`src/rtl/branch_target_buffer.sv`:
```
`default_nettype none
// ============================================================================
//  Module      : branch_target_buffer
//  Description : Direct-mapped branch target buffer with a 2-bit saturating
//                direction counter per entry. Combinational lookup on the
//                fetch PC, registered training from branch resolution, and a
//                saturating mispredict counter for performance debug.
//  Revision    : 1.0 - initial release
// ============================================================================
module branch_target_buffer #(
  parameter int ADDR_WIDTH  = 16,
  parameter int INDEX_BITS  = 4,
  parameter int COUNT_WIDTH = 16
) (
  input  logic                   clk,
  input  logic                   reset,
  input  logic [ADDR_WIDTH-1:0]  pc,
  output logic                   take_branch,
  output logic [ADDR_WIDTH-1:0]  branch_predict,
  input  logic                   update_valid,
  input  logic [ADDR_WIDTH-1:0]  update_pc,
  input  logic                   update_taken,
  input  logic [ADDR_WIDTH-1:0]  update_target,
  input  logic                   update_mispredict,
  output logic [COUNT_WIDTH-1:0] mispredict_count
);

  localparam int ENTRIES = 1 << INDEX_BITS;
  // Bit 0 of an address is always zero for 2-byte aligned code, so the
  // index starts at bit 1 and the tag takes everything above the index.
  localparam int TAG_W   = ADDR_WIDTH - INDEX_BITS - 1;

  localparam logic [1:0] CTR_SNT = 2'b00;
  localparam logic [1:0] CTR_WNT = 2'b01;
  localparam logic [1:0] CTR_WT  = 2'b10;
  localparam logic [1:0] CTR_ST  = 2'b11;

  // Table state
  logic                  valid_q  [ENTRIES];
  logic                  valid_d  [ENTRIES];
  logic [TAG_W-1:0]      tag_q    [ENTRIES];
  logic [TAG_W-1:0]      tag_d    [ENTRIES];
  logic [ADDR_WIDTH-1:0] target_q [ENTRIES];
  logic [ADDR_WIDTH-1:0] target_d [ENTRIES];
  logic [1:0]            ctr_q    [ENTRIES];
  logic [1:0]            ctr_d    [ENTRIES];

  logic [COUNT_WIDTH-1:0] mispredict_count_q;
  logic [COUNT_WIDTH-1:0] mispredict_count_d;

  // Address decode for both ports
  logic [INDEX_BITS-1:0] w_lk_idx;
  logic [TAG_W-1:0]      w_lk_tag;
  logic [INDEX_BITS-1:0] w_up_idx;
  logic [TAG_W-1:0]      w_up_tag;
  logic                  w_lk_hit;
  logic                  w_up_hit;

  assign w_lk_idx = pc[INDEX_BITS:1];
  assign w_lk_tag = pc[ADDR_WIDTH-1:INDEX_BITS+1];
  assign w_up_idx = update_pc[INDEX_BITS:1];
  assign w_up_tag = update_pc[ADDR_WIDTH-1:INDEX_BITS+1];

  // Zero-latency lookup; reads the registered state, so a same-cycle update
  // to this entry only becomes visible on the following cycle.
  always_comb begin
    w_lk_hit       = valid_q[w_lk_idx] && (tag_q[w_lk_idx] == w_lk_tag);
    take_branch    = w_lk_hit && ctr_q[w_lk_idx][1];
    branch_predict = take_branch ? target_q[w_lk_idx]
                                 : pc + ADDR_WIDTH'(2);
  end

  // Training: counter step on a hit, allocate on a taken miss, ignore a
  // not-taken miss so an unrelated live entry is not evicted.
  always_comb begin
    valid_d  = valid_q;
    tag_d    = tag_q;
    target_d = target_q;
    ctr_d    = ctr_q;
    w_up_hit = valid_q[w_up_idx] && (tag_q[w_up_idx] == w_up_tag);
    if (update_valid) begin
      if (w_up_hit) begin
        if (update_taken) begin
          target_d[w_up_idx] = update_target;
          if (ctr_q[w_up_idx] != CTR_ST) begin
            ctr_d[w_up_idx] = ctr_q[w_up_idx] + 2'd1;
          end
        end else if (ctr_q[w_up_idx] != CTR_SNT) begin
          ctr_d[w_up_idx] = ctr_q[w_up_idx] - 2'd1;
        end
      end else if (update_taken) begin
        valid_d[w_up_idx]  = 1'b1;
        tag_d[w_up_idx]    = w_up_tag;
        target_d[w_up_idx] = update_target;
        ctr_d[w_up_idx]    = CTR_WT;
      end
    end
  end

  // Mispredict counter saturates at all-ones instead of wrapping.
  always_comb begin
    mispredict_count_d = mispredict_count_q;
    if (update_valid && update_mispredict && (mispredict_count_q != '1)) begin
      mispredict_count_d = mispredict_count_q + COUNT_WIDTH'(1);
    end
  end

  assign mispredict_count = mispredict_count_q;

  // State registers; the whole flop array clears asynchronously.
  always_ff @(posedge clk or negedge reset) begin
    if (!reset) begin
      for (int i = 0; i < ENTRIES; i++) begin
        valid_q[i]  <= 1'b0;
        tag_q[i]    <= '0;
        target_q[i] <= '0;
        ctr_q[i]    <= CTR_WNT;
      end
      mispredict_count_q <= '0;
    end else begin
      valid_q            <= valid_d;
      tag_q              <= tag_d;
      target_q           <= target_d;
      ctr_q              <= ctr_d;
      mispredict_count_q <= mispredict_count_d;
    end
  end

endmodule
`default_nettype wire
```
`config.mk`:
```
export PLATFORM = sky130hd
export DESIGN_NAME = branch_target_buffer
export DESIGN_NICKNAME = d
export VERILOG_FILES = /design/src/rtl/branch_target_buffer.sv
export SDC_FILE = /design/constraint.sdc
export NUM_CORES = 1
export LEC_CHECK = 0
export ABC_AREA = 0
export CORE_MARGIN = 8
export CORE_UTILIZATION = 47
export CTS_BUF_LIST = sky130_fd_sc_hd__clkbuf_8
export CTS_CLUSTER_SIZE = 25
export DETAILED_ROUTE_END_ITERATION = 6
export SYNTH_ARGS = -nofsm -noshare
export SYNTH_HDL_FRONTEND = slang
export SYNTH_SLANG_ARGS = --single-unit
```
`constraint.sdc`:
```
create_clock -name clk -period 8.2 [get_ports clk]
set_input_delay 1.23 -clock clk [delete_from_list [all_inputs] [get_ports clk]]
set_output_delay 1.23 -clock clk [all_outputs]
set_load 0.01 [all_outputs]
```
==> flow_summary.yaml, run 1 <==
logic_synthesis:
  synth_edf_count: 0
  synth-seq-cells: 496
  netlist_area_um2: 24930
  yosysSeqAreaShare_pct: 49.86
  synthesis.nets: 1735
  synth_cells: 1678
  ys_async_sr_fraction_pct: 100.0
  yosysUniqueCellTypes: 59
  avgSynthCellArea_um2: 14.86
  yosysWarnings: 0
  ys.flop_type: "dfrtp_1"
cells_and_area:
  n_fill_cell: 4352
  layout.cells.non_filler: 2531
  area_delta_synth_final_pct: 13.42
  num-nets-final: 1828
  drive_above_1_share_pct: 47.23
cts:
  cts_setup_buffers: 0
  ctsHoldBuffers: 0
  cts_buffers: 89
  clockRootBuffer: "clkbuf_8"
  cts_resized: 0
  clk_latency_ns: 0.67
  clk_path_buf_depth: 3
  clkSlewWorstSetupHoldPaths_ns: 0.06
  clock_sinks: 496
  cts_tree: "yes"
  h-tree-depth: 3
global_route:
  grt_pass1_vias: 16426
  track_usage_pct: 22.87
  grt_max_degree: 180
  grt_antenna_before_repair: 2
  grt_overflow: 0
  grt_pass1_wl_um: 104800
outcome:
  outcome: "finished, final reports clean"
detailed_routing:
  wl_um: 67960
  wire_per_inst_um: 26.85
  via_per_inst: 6.045
  drt-pass1-iter-count: 5
  vias: 15301
  route.detailed.drc: 0
  antenna_left: 0
  drtIter0Drc: 1170
run:
  drv_cap: 0
power:
  p_leak_nw: 12.31
  ir_worst_vdd_uv: 174.4
  powerDensity_nw_per_um2: 239.3
timing:
  skew_ns: 0.01937
  period_needed_ns: 6.789
  final.setup.tns_ns: 0
  relSlewSlack_pct: 27.85
  fmax_mhz: 147.3
  slew_violations: 0
  worstMarginPinSlew_ns: 1.082
  timing.final.crit_share_pct: 82.79
  setup-violations-final: 0
  final-hold-violation-count: 0
  rsz0062_at_grt: "false"
die:
  io_pins: 86
  core_um2: 52550
  die_area_um2: 60680
  initial_core_util_pct: 47.45
  die_x_um: 246.3
  die_h_um: 246.3
  row_count: 84
worst_setup_path:
  critPathLaunchType: "input port"
  required_ns: 6.97
  worstRegToRegCells: 10
  worst_setup_path_end_kind: "output port"
  cp_max_fo: 62
  ff2ff_setup_slack_ns: 4.44
  critical_path_arrival_ns: 5.56
  path_class: "in -> out"
placed_design:
  hpwl_um: 41050
  dp.cells: 2368
  port-buffer-count: 84
  gp_congestion: 0.8094
min_path:
  holdPathStages: 1
  holdCritPathClass: "reg -> reg"
==> state kept, by name, summed over array words and instances, names as in the netlist <==
name,cells
tag_q,176
mispredict_count,16
ctr_q,32
target_q,256
valid_q,16
==> critical path, cell delays in order <==
cell and delay [ns]:
clkbuf_8 0.54, mux4_2 0.61, mux4_2 0.53, xor2_1 0.16
or4_1 0.59, nor4_4 0.26, buf_4 0.31, mux2_2 0.36
mux2i_1 0.23, clkdlybuf4s50_1 0.62
==> routing by layer <==
| layer | vias to the layer above | GRT usage (%) | share of wire [%] |
|---|---|---|---|
| met4 | 2 | 6.997 | 2.7 |
| met2 | 409 | 36.95 | 49 |
| met3 | 150 | 4.440 | 4.9 |
| met1 | 8207 | 31.16 | 43 |
| li1 | 6533 | - | - |
| met5 | - | 0 | 0.029 |
==> logic make-up after synthesis <==
| kind of cell | count (synthesis) | synth area share (%) |
|---|---|---|
| compound gates | 100 | 3.011 |
| xor+xnor | 52 | 1.857 |
| fa+ha+maj | 4 | 0.2007 |
| buf+inv | 150 | 2.780 |
| flops | 496 | 49.86 |
| mux | 687 | 38.48 |
| simple gates | 189 | 3.814 |
==> metrics by stage <==
stage	setup WS (ns)	area [um2]	hold slack (ns)	power, mW	utilization, %
5_1_grt	1.268	28280	0.5120	7.125	53.81
2_1_floorplan	2.872	24930	0.4489	4.086	-
3_3_place_gp	1.397	26490	0.4754	4.435	50.40
6_report	1.411	28280	0.4968	6.768	53.81
4_1_cts	1.410	28280	0.4985	6.844	53.81
3_5_place_dp	1.427	26490	0.4814	4.503	50.40
==> Yosys cell counts (all sizes together) (3+ instances only) <==
master / instances / area share, %
o21ai: 25 / 0.50
nor2b: 9 / 0.23
ha: 4 / 0.20
a221oi: 3 / 0.11
a21o: 3 / 0.090
a22o: 3 / 0.11
inv: 11 / 0.17
nand2: 67 / 1.0
nor2: 27 / 0.41
dfstp: 16 / 1.7
mux2: 472 / 21
nand3: 23 / 0.46
buf: 73 / 1.6
dfrtp: 480 / 48
nor3: 12 / 0.26
xnor2: 29 / 1.0
nor4: 3 / 0.19
clkbuf: 66 / 0.99
o22ai: 4 / 0.10
mux2i: 45 / 1.8
nand4: 8 / 0.20
xor2: 23 / 0.81
a22oi: 30 / 1.0
and4: 3 / 0.11
o211ai: 5 / 0.15
and3: 10 / 0.25
mux4: 170 / 15
a211oi: 7 / 0.21
a21oi: 3 / 0.060
nand2b: 20 / 0.50
==> placed cells by master (no fill, tap or decap), drive strengths merged, types with 8 or more instances in the layout <==
cell type / instances
a22oi: 30
and3: 10
buf: 63
clkbuf: 113
clkdlybuf4s50: 77
clkinv: 8
dfrtp: 480
dfstp: 16
inv: 51
mux2: 472
mux2i: 45
mux4: 170
nand2: 67
nand2b: 20
nand3: 23
nand4: 8
nor2: 27
nor2b: 9
nor3: 12
o21ai: 25
xnor2: 29
xor2: 23
==> where the power goes <==
group          internal, mW  leakage [nW]  switching (mW)
clock network          1.26          1.06            1.05
logic                 0.770          5.00           0.489
registers              2.91          6.25           0.286
==> final timing paths <==
kind	startpoint	to
setup / recovery	pc[1]	branch_predict[4]
hold / removal	mispredict_count[15]$_DFFE_PN0P_	mispredict_count[15]$_DFFE_PN0P_
setup reg to reg	tag_q[93]$_DFFE_PN0P_	ctr_q[17]$_DFFE_PN0P_
hold reg to reg	mispredict_count[15]$_DFFE_PN0P_	mispredict_count[15]$_DFFE_PN0P_
max in group asynchronous	reset	target_q[39]$_DFFE_PN0P_
min in group asynchronous	reset	tag_q[164]$_DFFE_PN0P_
==> final cells by class <==
class | count | area, um2 | area share (%)
diodes | 1 | 2.502 | 0.008849
inverters | 11 | 41.29 | 0.1460
flip-flops and latches | 496 | 12430 | 43.96
clock buffers | 112 | 1541 | 5.451
well taps | 688 | 860.8 | 3.044
repair buffers | 141 | 1272 | 4.500
clock inverters | 50 | 250.2 | 0.8849
multi-input cells | 1032 | 11880 | 42.01
Note: power is estimated with default switching activity, not from simulation.
==> run 2, diff against run 1 <==
==> constraint.sdc (replaced) <==
create_clock -name clk -period 6.6 [get_ports clk]
set_input_delay 0.99 -clock clk [delete_from_list [all_inputs] [get_ports clk]]
set_output_delay 0.99 -clock clk [all_outputs]
set_load 0.01 [all_outputs]
==> flow_summary.yaml, run 2 (synthesized netlist as in run 1, its figures left out) <==
placed_design:
  post-place-ws_ns: 0.6391
  port-buffer-count: 84
  gp_congestion: 0.8138
  hpwl_um: 41190
  dp.cells: 2367
die:
  row_count: 84
  initial_core_util_pct: 47.45
  die_x_um: 246.3
  die_h_um: 246.3
  io_pins: 86
  die_area_um2: 60680
  core_um2: 52550
cts:
  ctsHoldBuffers: 0
  clk_path_buf_depth: 3
  h-tree-depth: 3
  cts_buffers: 85
  clk_latency_ns: 0.67
  cts_resized: 0
  clockRootBuffer: "clkbuf_8"
  cts_tree: "yes"
  clock_sinks: 496
  clkSlewWorstSetupHoldPaths_ns: 0.06
  cts_setup_buffers: 0
timing:
  setup-violations-final: 0
  skew_ns: 0.02249
  period_needed_ns: 5.962
  slew_violations: 0
  rsz0062_at_grt: "false"
  final.setup.tns_ns: 0
  worstMarginPinSlew_ns: 1.248
  relSlewSlack_pct: 16.36
  timing.hold.ws_ns: 0.3997
  timing.final.crit_share_pct: 90.34
  fmax_mhz: 167.7
  final-hold-violation-count: 0
  timing.final.ws_setup_ns: 0.6378
cells_and_area:
  largest_register: "target_q"
  drive_above_1_share_pct: 47.47
  final_cell_mix: "dfrtp_1 (480), mux2_2 (465), mux4_2 (170), clkbuf_8 (116), clkdlybuf4s50_1 (77)"
  final-seq-area_um2: 12430
  layout.cells.non_filler: 2527
  top_regs: "target_q: 256 flops, tag_q: 176 flops, ctr_q: 32 flops"
  largest_register_ffs: 256
  n_fill_cell: 4397
  area_delta_synth_final_pct: 13.69
  num-nets-final: 1823
  multi_input_area_um2: 11880
  final_common_cell: "dfrtp_1"
worst_setup_path:
  path_buf_inv: 4
  ff2ff_setup_slack_ns: 2.86
  worst_path_max_delay_cell: "mux4_2"
  cp_max_fo: 32
  critPathLaunchType: "input port"
  required_ns: 5.61
  worstRegToRegCells: 10
  crit_chain: "clkbuf_8 > mux4_2 > mux4_2 > xor2_1 > or4_1 > nor4_4 > buf_4 > buf_4 > o21ai_0 > clkdlybuf4s50_1"
  worst_setup_path_end_kind: "output port"
  path_depth: 10
  path_class: "in -> out"
  crit_family: "buffers and inverters"
  critPathMaxStageDelay_ns: 0.58
  critical_path_arrival_ns: 4.97
detailed_routing:
  drt-pass1-iter-count: 5
  wire_per_inst_um: 26.73
  vias: 15218
  route.detailed.drc: 0
  antenna_left: 0
  wl_um: 67540
  drtIter0Drc: 1020
  via_per_inst: 6.022
global_route:
  track_usage_pct: 22.71
  grt_pass1_wl_um: 104300
  grt_antenna_before_repair: 2
  grt_pass1_vias: 16365
  grt_overflow: 0
  grt_max_degree: 149
run:
  drv_cap: 0
min_path:
  holdCritPathClass: "in -> async"
power:
  ir_worst_vdd_uv: 231.3
  p_leak_nw: 12.32
  finalPower_mw: 8.436
  powerDensity_nw_per_um2: 297.6
outcome:
  outcome: "finished, final reports clean"
-- run 2: final cells by class --
cell class	instances	share of cell area, %
Multi-Input combinational cell	1032	41.90
Sequential cell	496	43.85
Timing Repair Buffer	140	4.639
Clock inverter	43	0.8209
Tap cell	688	3.037
Antenna cell	2	0.01765
Inverter	11	0.1457
Clock buffer	115	5.583
-- run 2: final timing paths --
path | from | end
max | pc[1] | branch_predict[6]
min | reset | tag_q[157]$_DFFE_PN0P_
max reg2reg | tag_q[93]$_DFFE_PN0P_ | ctr_q[17]$_DFFE_PN0P_
min reg2reg | valid_q[11]$_DFFE_PN0P_ | valid_q[11]$_DFFE_PN0P_
max in group asynchronous | reset | target_q[162]$_DFFE_PN0P_
min in group clk | valid_q[11]$_DFFE_PN0P_ | valid_q[11]$_DFFE_PN0P_
-- run 2: through the flow --
stage	cell area (um2)	utilization, %
floorplan	24930	-
global placement	26530	50.48
detailed placement	26530	50.48
CTS	28340	53.94
global route	28350	53.94
finish	28350	53.95
-- run 2: report_power, final --
group | leakage (nW) | switching (mW) | internal, mW
registers | 6.25 | 0.352 | 3.62
logic | 5.01 | 0.608 | 0.962
clock network | 1.05 | 1.30 | 1.60
-- run 2: worst register-to-register path, cell delays in order (launching register included) --
cell and delay [ns]:
dfrtp_1 0.39, mux4_2 0.49, mux2i_1 0.18, xor2_1 0.17, nand2_1 0.10, o41ai_2 0.58, nand4b_1 0.18, buf_4 0.25
or2_1 0.46, a22oi_1 0.46, mux2_2 0.38
-- run 2: layer usage --
layer | GRT usage, % | up-vias | part of all wire (%)
met4 | 8.486 | 2 | 3.6
met1 | 30.65 | 8147 | 44
met3 | 4.278 | 162 | 4.4
li1 | - | 6515 | -
met5 | 0 | - | 0.019
met2 | 36.39 | 392 | 48
